==> config.mk <==
export PLATFORM = sky130hd
export DESIGN_NAME = uns_6by3_div
export DESIGN_NICKNAME = d
export VERILOG_FILES = /design/src/rtl/uns_6by3_div.sv
export SDC_FILE = /design/constraint.sdc
export NUM_CORES = 1
export LEC_CHECK = 0
export BUFFER_PORTS_ARGS = -buffer_cell sky130_fd_sc_hd__buf_2
export CAP_MARGIN = 0
export CORE_ASPECT_RATIO = 1.5
export CORE_UTILIZATION = 45
export DETAILED_ROUTE_END_ITERATION = 10
export PLACE_DENSITY = 0.68
export SYNTH_ARGS = -nofsm -noshare
export SYNTH_HDL_FRONTEND = slang
export SYNTH_SLANG_ARGS = --single-unit
==> constraint.sdc <==
create_clock -name SYS_CLOCK -period 2.1 [get_ports SYS_CLOCK]
set_clock_uncertainty 0.1 [all_clocks]
set_input_delay 0.21 -clock SYS_CLOCK [delete_from_list [all_inputs] [get_ports SYS_CLOCK]]
set_output_delay 0.21 -clock SYS_CLOCK [all_outputs]
set_load 0.005 [all_outputs]
==> src/rtl/uns_6by3_div.sv <==
// Unsigned sequential divider: repeatedly subtracts the captured divisor from the
// dividend and counts the subtractions, reporting quotient, remainder and divide-by-zero.
module uns_6by3_div #(
  parameter int N_W = 6,
  parameter int D_W = 3
) (
  input  logic           SYS_CLOCK,
  input  logic           FSM_ARESET,
  input  logic           GO,
  input  logic [N_W-1:0] N,
  input  logic [D_W-1:0] D,
  output logic [N_W-1:0] Q_REG,
  output logic [D_W-1:0] R_REG,
  output logic           DIV_BY_ZERO,
  output logic           BUSY,
  output logic           DONE
);

  typedef enum logic [1:0] {
    S_IDLE,
    S_CHECK,
    S_SUB,
    S_FINISH
  } state_t;

  state_t         r_state;
  state_t         w_next;

  logic [D_W-1:0] r_d;
  logic [N_W-1:0] r_r1;
  logic [N_W-1:0] r_qcnt;
  logic [N_W-1:0] r_q;
  logic [D_W-1:0] r_r;
  logic           r_dbz;
  logic           r_busy;
  logic           r_done;

  logic [N_W-1:0] w_d_ext;
  logic           w_dz;
  logic           w_ge;

  assign w_d_ext = N_W'(r_d);
  assign w_dz    = (r_d == '0);
  assign w_ge    = (r_r1 >= w_d_ext);

  always_ff @(posedge SYS_CLOCK) begin
    if (FSM_ARESET) r_state <= S_IDLE;
    else            r_state <= w_next;
  end

  always_comb begin
    w_next = r_state;
    case (r_state)
      S_IDLE:   if (GO) w_next = S_CHECK;
      S_CHECK:  w_next = (!w_dz && w_ge) ? S_SUB : S_FINISH;
      S_SUB:    w_next = S_CHECK;
      S_FINISH: w_next = S_IDLE;
      default:  w_next = S_IDLE;
    endcase
  end

  // Datapath and result registers; results only move on the edge entering FINISH.
  always_ff @(posedge SYS_CLOCK) begin
    if (FSM_ARESET) begin
      r_d    <= '0;
      r_r1   <= '0;
      r_qcnt <= '0;
      r_q    <= '0;
      r_r    <= '0;
      r_dbz  <= 1'b0;
      r_busy <= 1'b0;
      r_done <= 1'b0;
    end else begin
      case (r_state)
        S_IDLE: begin
          if (GO) begin
            r_d    <= D;
            r_r1   <= N;
            r_qcnt <= '0;
            r_busy <= 1'b1;
          end
        end
        S_CHECK: begin
          if (w_dz) begin
            r_q    <= '1;
            r_r    <= '0;
            r_dbz  <= 1'b1;
            r_done <= 1'b1;
          end else if (!w_ge) begin
            r_q    <= r_qcnt;
            r_r    <= r_r1[D_W-1:0];
            r_dbz  <= 1'b0;
            r_done <= 1'b1;
          end
        end
        S_SUB: begin
          r_r1   <= r_r1 - w_d_ext;
          r_qcnt <= r_qcnt + N_W'(1);
        end
        S_FINISH: begin
          r_done <= 1'b0;
          r_busy <= 1'b0;
        end
        default: ;
      endcase
    end
  end

  assign Q_REG       = r_q;
  assign R_REG       = r_r;
  assign DIV_BY_ZERO = r_dbz;
  assign BUSY        = r_busy;
  assign DONE        = r_done;

endmodule

**Word level (Yosys, flattened, before mapping)**

Index checks and enable logic that the tools add are counted.

- Register bits: 29
- Output and inout bits: 12
- Input bits: 12

- Muxes and demuxes: 18
- Eq/ne operators: 6
- $add $sub $neg: 2
- Reductions and logical operators: 12
- Magnitude comparators: 1

Operators by type and width:

| cell | number |
|---|---|
| $mux 6 | 4 |
| $pmux 6 s2 | 2 |
| $reduce_and 2->1 | 5 |
| $pmux 2 s4 | 1 |
| $add 6x1->6 const B | 1 |
| $ge 6x3->1 | 1 |
| $mux 1 | 6 |
| $mux 3 | 2 |
| $reduce_bool 2->1 | 3 |
| $sub 6x3->6 | 1 |
| $eq 2x2->1 const B | 2 |
| $ne 2x2->1 const B | 2 |
| $pmux 1 s2 | 2 |
| $logic_not 3->1 | 1 |
| $ne 3x3->1 const B | 1 |
| $eq 2x1->1 const B | 1 |
| $logic_not 2->1 | 1 |
| $mux 2 | 1 |
| $logic_and 1x1->1 | 1 |
| $logic_not 1->1 | 1 |

**Longest topological paths before layout**

- Depth in word-level cells: 5
- Depth in mapped cells: 8
- Depth with buffers taken out: 8

**Worst setup path before layout**

OpenSTA, ideal clock, no wires.

- Path type: register to register
- Start point: register r_r1[0]
- End point: register r_q[0] (netlist: Q_REG[0])
- Setup time: 0.119 ns
- Arrival time: 1.869 ns
- Clock period less this slack: 2.087 ns
- Data required time: 1.881 ns
- Path buffers: 0
- Slack: 0.013 ns
- Stages on the path, launching flop included: 8
- Path through: dfxtp_1 > inv_1 > ha_1 > inv_1 > fa_1 > a2111oi_4 > o2111ai_1 > o221a_2

- Cells in the longest elaborated chain, start to end: 3

Ends and longest elaborated chain:

| item | line | text |
|---|---|---|
| start, declared | 30 | `logic [N_W-1:0] r_r1;` |
| start signal, assigned | 97 | `r_r1 <= r_r1 - w_d_ext;` |
| $ge 6x3->1 | 44 | `assign w_ge = (r_r1 >= w_d_ext);` |
| $ne 2x2->1 (no source line) | n/a |  |
| $reduce_and 2->1 (no source line) | n/a |  |
| end signal, assigned | 90 | `r_q <= r_qcnt;` |
| end, declared | 32 | `logic [N_W-1:0] r_q;` |

Every way passes these cells.
A chain may end at the register's enable or synchronous reset.

**Final worst setup path**

- Start point: register r_r1[0]
- End point: register r_q[1] (netlist: Q_REG[1])

Same word-level chain as after synthesis.

==> key figures <==
Drt
  • Wire per inst: approximately 15 um
  • Detailed-route DRC error count: 0
  • Initial drt markers: 25
  • DR vias: between 1,000 and 1,500
  • Total wire length: 3330 um
  • First-pass DRT Iterations: 4
  • Post-route ant nets: 0
  • DR vias/cell: between 5 and 6

GRT
  • Largest net degree at the start of global routing: 21
  • Initial antenna violation count: 0
  • Global-route wire length before repair: between 5000 and 6000 um
  • Vias in the first global route: ~1,300
  • Gr usage total: between 20% and 30%
  • Grt total ovfl: 0

Worst setup path
  • R2r startpoint: r_r1[0]$_SDFFE_PP0P_
  • CP max stage cell: fa_2
  • WP data required: roughly 2.2 ns
  • Worst Setup Path Type: reg -> reg
  • Top delay family on crit path: compound AO/OA/AOI/OAI gates
  • Endpoint class of the critical path: register
  • Cell Chain, Critical Path: inv_2 -> ha_4 -> inv_2 -> fa_2 -> a2111oi_4 -> buf_4 -> o2111ai_4 -> o221a_2
  • WP buf/inv: 3
  • CP startpoint kind: register
  • Critical Path Max Stage Delay: 0.36 ns
  • R2R Setup Slk: roughly 0.018 ns
  • Critical path origin: r_r1[0]$_SDFFE_PP0P_
  • Most used cell, CP: inv_2
  • CP Max Fanout: 6
  • CP arrival: between 2 and 2.5 ns

Layout
  • P&R area growth vs syn: 30.3%
  • Ant. Diodes: 0
  • Nets@finish: roughly 200
  • Layout cells sized above 1: ~37%

Power and ir drop
  • Total leakage power: 0.000689 uW
  • PwrDens: between 900 and 1000 nW/um2
  • Max VDD drop: ~530 uV

Clock tree
  • Num Clock Sinks: 29
  • Clk_lat worst skew: roughly 0.28 ns
  • CTS tree: yes
  • Clock Pin Slew Worst Setup and Hold Paths: approximately 0.060 ns
  • Clock root cell: clkbuf_8
  • Num CTS Buffers: 5
  • H-tree Lvls: 2
  • Max Buffers Root-to-Sink: 2

Synth
  • Count of unique library cells instantiated by Yosys: 35
  • Average size of a mapped cell: roughly 9 um2
  • Cells after Synth: between 100 and 150
  • Synth warn: 0
  • EDFF count, synth: 0
  • Sequential cell area fraction in the yosys report: 44.7%
  • Syn_nets: between 150 and 200
  • Flops & latches, synth: 29
  • Post-synthesis async set-or-reset flop share: 0%
  • Ys flop type: dfxtp_1
  • Mapped Area: 1300 um2

Floorplanning
  • Die Ht: 67.8 um
  • Core ar.: 2710 um2
  • Die area: 3110 um2
  • Initial Utilization: 48.0%
  • Rows: 23
  • # IOs: 24
  • Die extent in x: between 40 and 50 um

Flow run
  • MaxCap Viol Count: 0

Hold path
  • Hold Path Class: in -> reg
  • Worst Hold Launch: D[1]

Timing
  • RSZ-0062 raised after global routing: true
  • Post-route setup TNS: 0 ns
  • Slew HR: 54.8%
  • Period Utilization, post-route: ~99%
  • Max-slew violations: 0
  • Worst slew pin tran: 0.676 ns
  • Final setup violation count: 0
  • Minimum clock period: approximately 2.1 ns
  • Maximum operating frequency: around 480 MHz
  • Final hold vios: 0
  • Worst Slack Setup Final: 0.0184 ns

Place
  • Buffers on Ports: 23
  • Final HPWL DP: ~2400 um
  • Gpl congestion: approximately 0.91
  • Setup WS pre-CTS: -0.143 ns

Outcome
  • Status: finished, final reports clean
-- per-layer routing --
metal	share of wire (%)	global-route usage (%)	vias up
met5	0	0	-
met4	3.6	17.3	0
met3	4.0	6.15	14
met2	55	44.5	32
met1	37	26.9	589
li1	-	-	594
-- timing repair --
action                                  in CTS  in global routing
hold buffers                                 0                  0
setup buffers                                2                  0
endpoints found under the setup margin       9                 11
pin swaps                                    9                  5
resized for setup                           16                  0
-- flip-flops by register name, summed over array words and instances, names as in the netlist --
register     cells
r_r1             6
DONE             1
R_REG            3
DIV_BY_ZERO      1
BUSY             1
Q_REG            6
r_d              3
r_qcnt           6
r_state          2
-- cell families (layout without fill, tap and decap cells) --
family,count (synthesis),after routing,synth area share (%)
compound gates,40,40,24.1
xor+xnor,1,1,0.675
fa+ha+maj,5,5,5.40
buf+inv,10,49,3.18
flops,29,29,44.7
simple gates,57,57,21.9
-- cell usage in the layout, fill, tap and decap left out, drive strengths merged --
| master | count |
|---|---|
| a22oi | 1 |
| nand3 | 8 |
| nand2 | 14 |
| or3 | 3 |
| o221a | 6 |
| a2bb2oi | 1 |
| a21o | 1 |
| buf | 36 |
| o2111ai | 1 |
| a21oi | 16 |
| a211oi | 3 |
| a221oi | 1 |
| a22o | 3 |
| a2111oi | 1 |
| and3 | 2 |
| dfxtp | 29 |
| fa | 1 |
| inv | 5 |
| nor3 | 3 |
| o211ai | 2 |
| ha | 4 |
| o21ai | 2 |
| nor2 | 17 |
| nor3b | 2 |
| clkinv | 2 |
| or2 | 1 |
| a31oi | 1 |
| nor2b | 1 |
| nand3b | 2 |
| nand2b | 2 |
| nand4 | 2 |
| clkbuf | 6 |
| xor2 | 1 |
| o221ai | 1 |
-- cell usage after synthesis, types with 2 or more instances --
cell type / n / share of area (%)
dfxtp_1: 29 / 45
nor2_1: 17 / 4.9
a21oi_1: 16 / 6.2
nand2_1: 14 / 4.1
nand3_1: 8 / 3.1
o221a_2: 6 / 5.2
inv_1: 5 / 1.4
ha_1: 4 / 3.9
a211oi_1: 3 / 1.7
a22o_2: 3 / 2.3
buf_2: 3 / 1.2
nor3_1: 3 / 1.2
or3_1: 3 / 1.4
and3_2: 2 / 1.2
clkbuf_1: 2 / 0.58
nand2b_1: 2 / 0.96
nand3b_1: 2 / 1.2
nand4_1: 2 / 0.96
o211ai_1: 2 / 1.2
-- power by group --
part / internal, uW / total [uW] / leakage, uW / switching [uW]
Combinational: 205 / 435 / 0.000406 / 230
Sequential: 611 / 658 / 0.000238 / 46.7
Clock: 229 / 431 / 0.0000450 / 202
Total: 1050 / 1520 / 0.000689 / 479
-- area by class of cell --
| class | count | area (um2) |
|---|---|---|
| multi-input cells | 103 | 747 |
| inverters | 5 | 18.8 |
| clock inverters | 2 | 10.0 |
| repair buffers | 36 | 213 |
| flip-flops and latches | 29 | 583 |
| well taps | 37 | 46.3 |
| clock buffers | 6 | 72.6 |
| fillers | 263 | 1010 |
-- worst min-delay path: stages --
cell and delay [ns]:
buf_2 0.09, nand2_1 0.04, a21oi_1 0.05
-- stage by stage --
stage / util, % / hold slack, ns / cells / power, uW / area, um2
after floorplan: - / 0.246 / 142 / 897 / 1300
after global placement: 56.2 / 0.346 / 208 / 1030 / 1520
after detailed placement: 56.2 / 0.358 / 208 / 1040 / 1520
after CTS: 62.5 / 0.0666 / 218 / 1520 / 1690
after global routing: 62.5 / 0.0713 / 218 / 1610 / 1690
final: 62.5 / 0.0657 / 218 / 1520 / 1690
-- final timing paths --
path                                              end  depth (start not counted)
worst max-delay path            Q_REG[1]$_SDFFE_PP0P_                          8
worst min register to register      DONE$_SDFFE_PP0P_                          2
worst min-delay path              r_d[1]$_SDFFE_PP0P_                          3
worst max register to register  Q_REG[1]$_SDFFE_PP0P_                          8
Power figures use the tool's default switching activity.
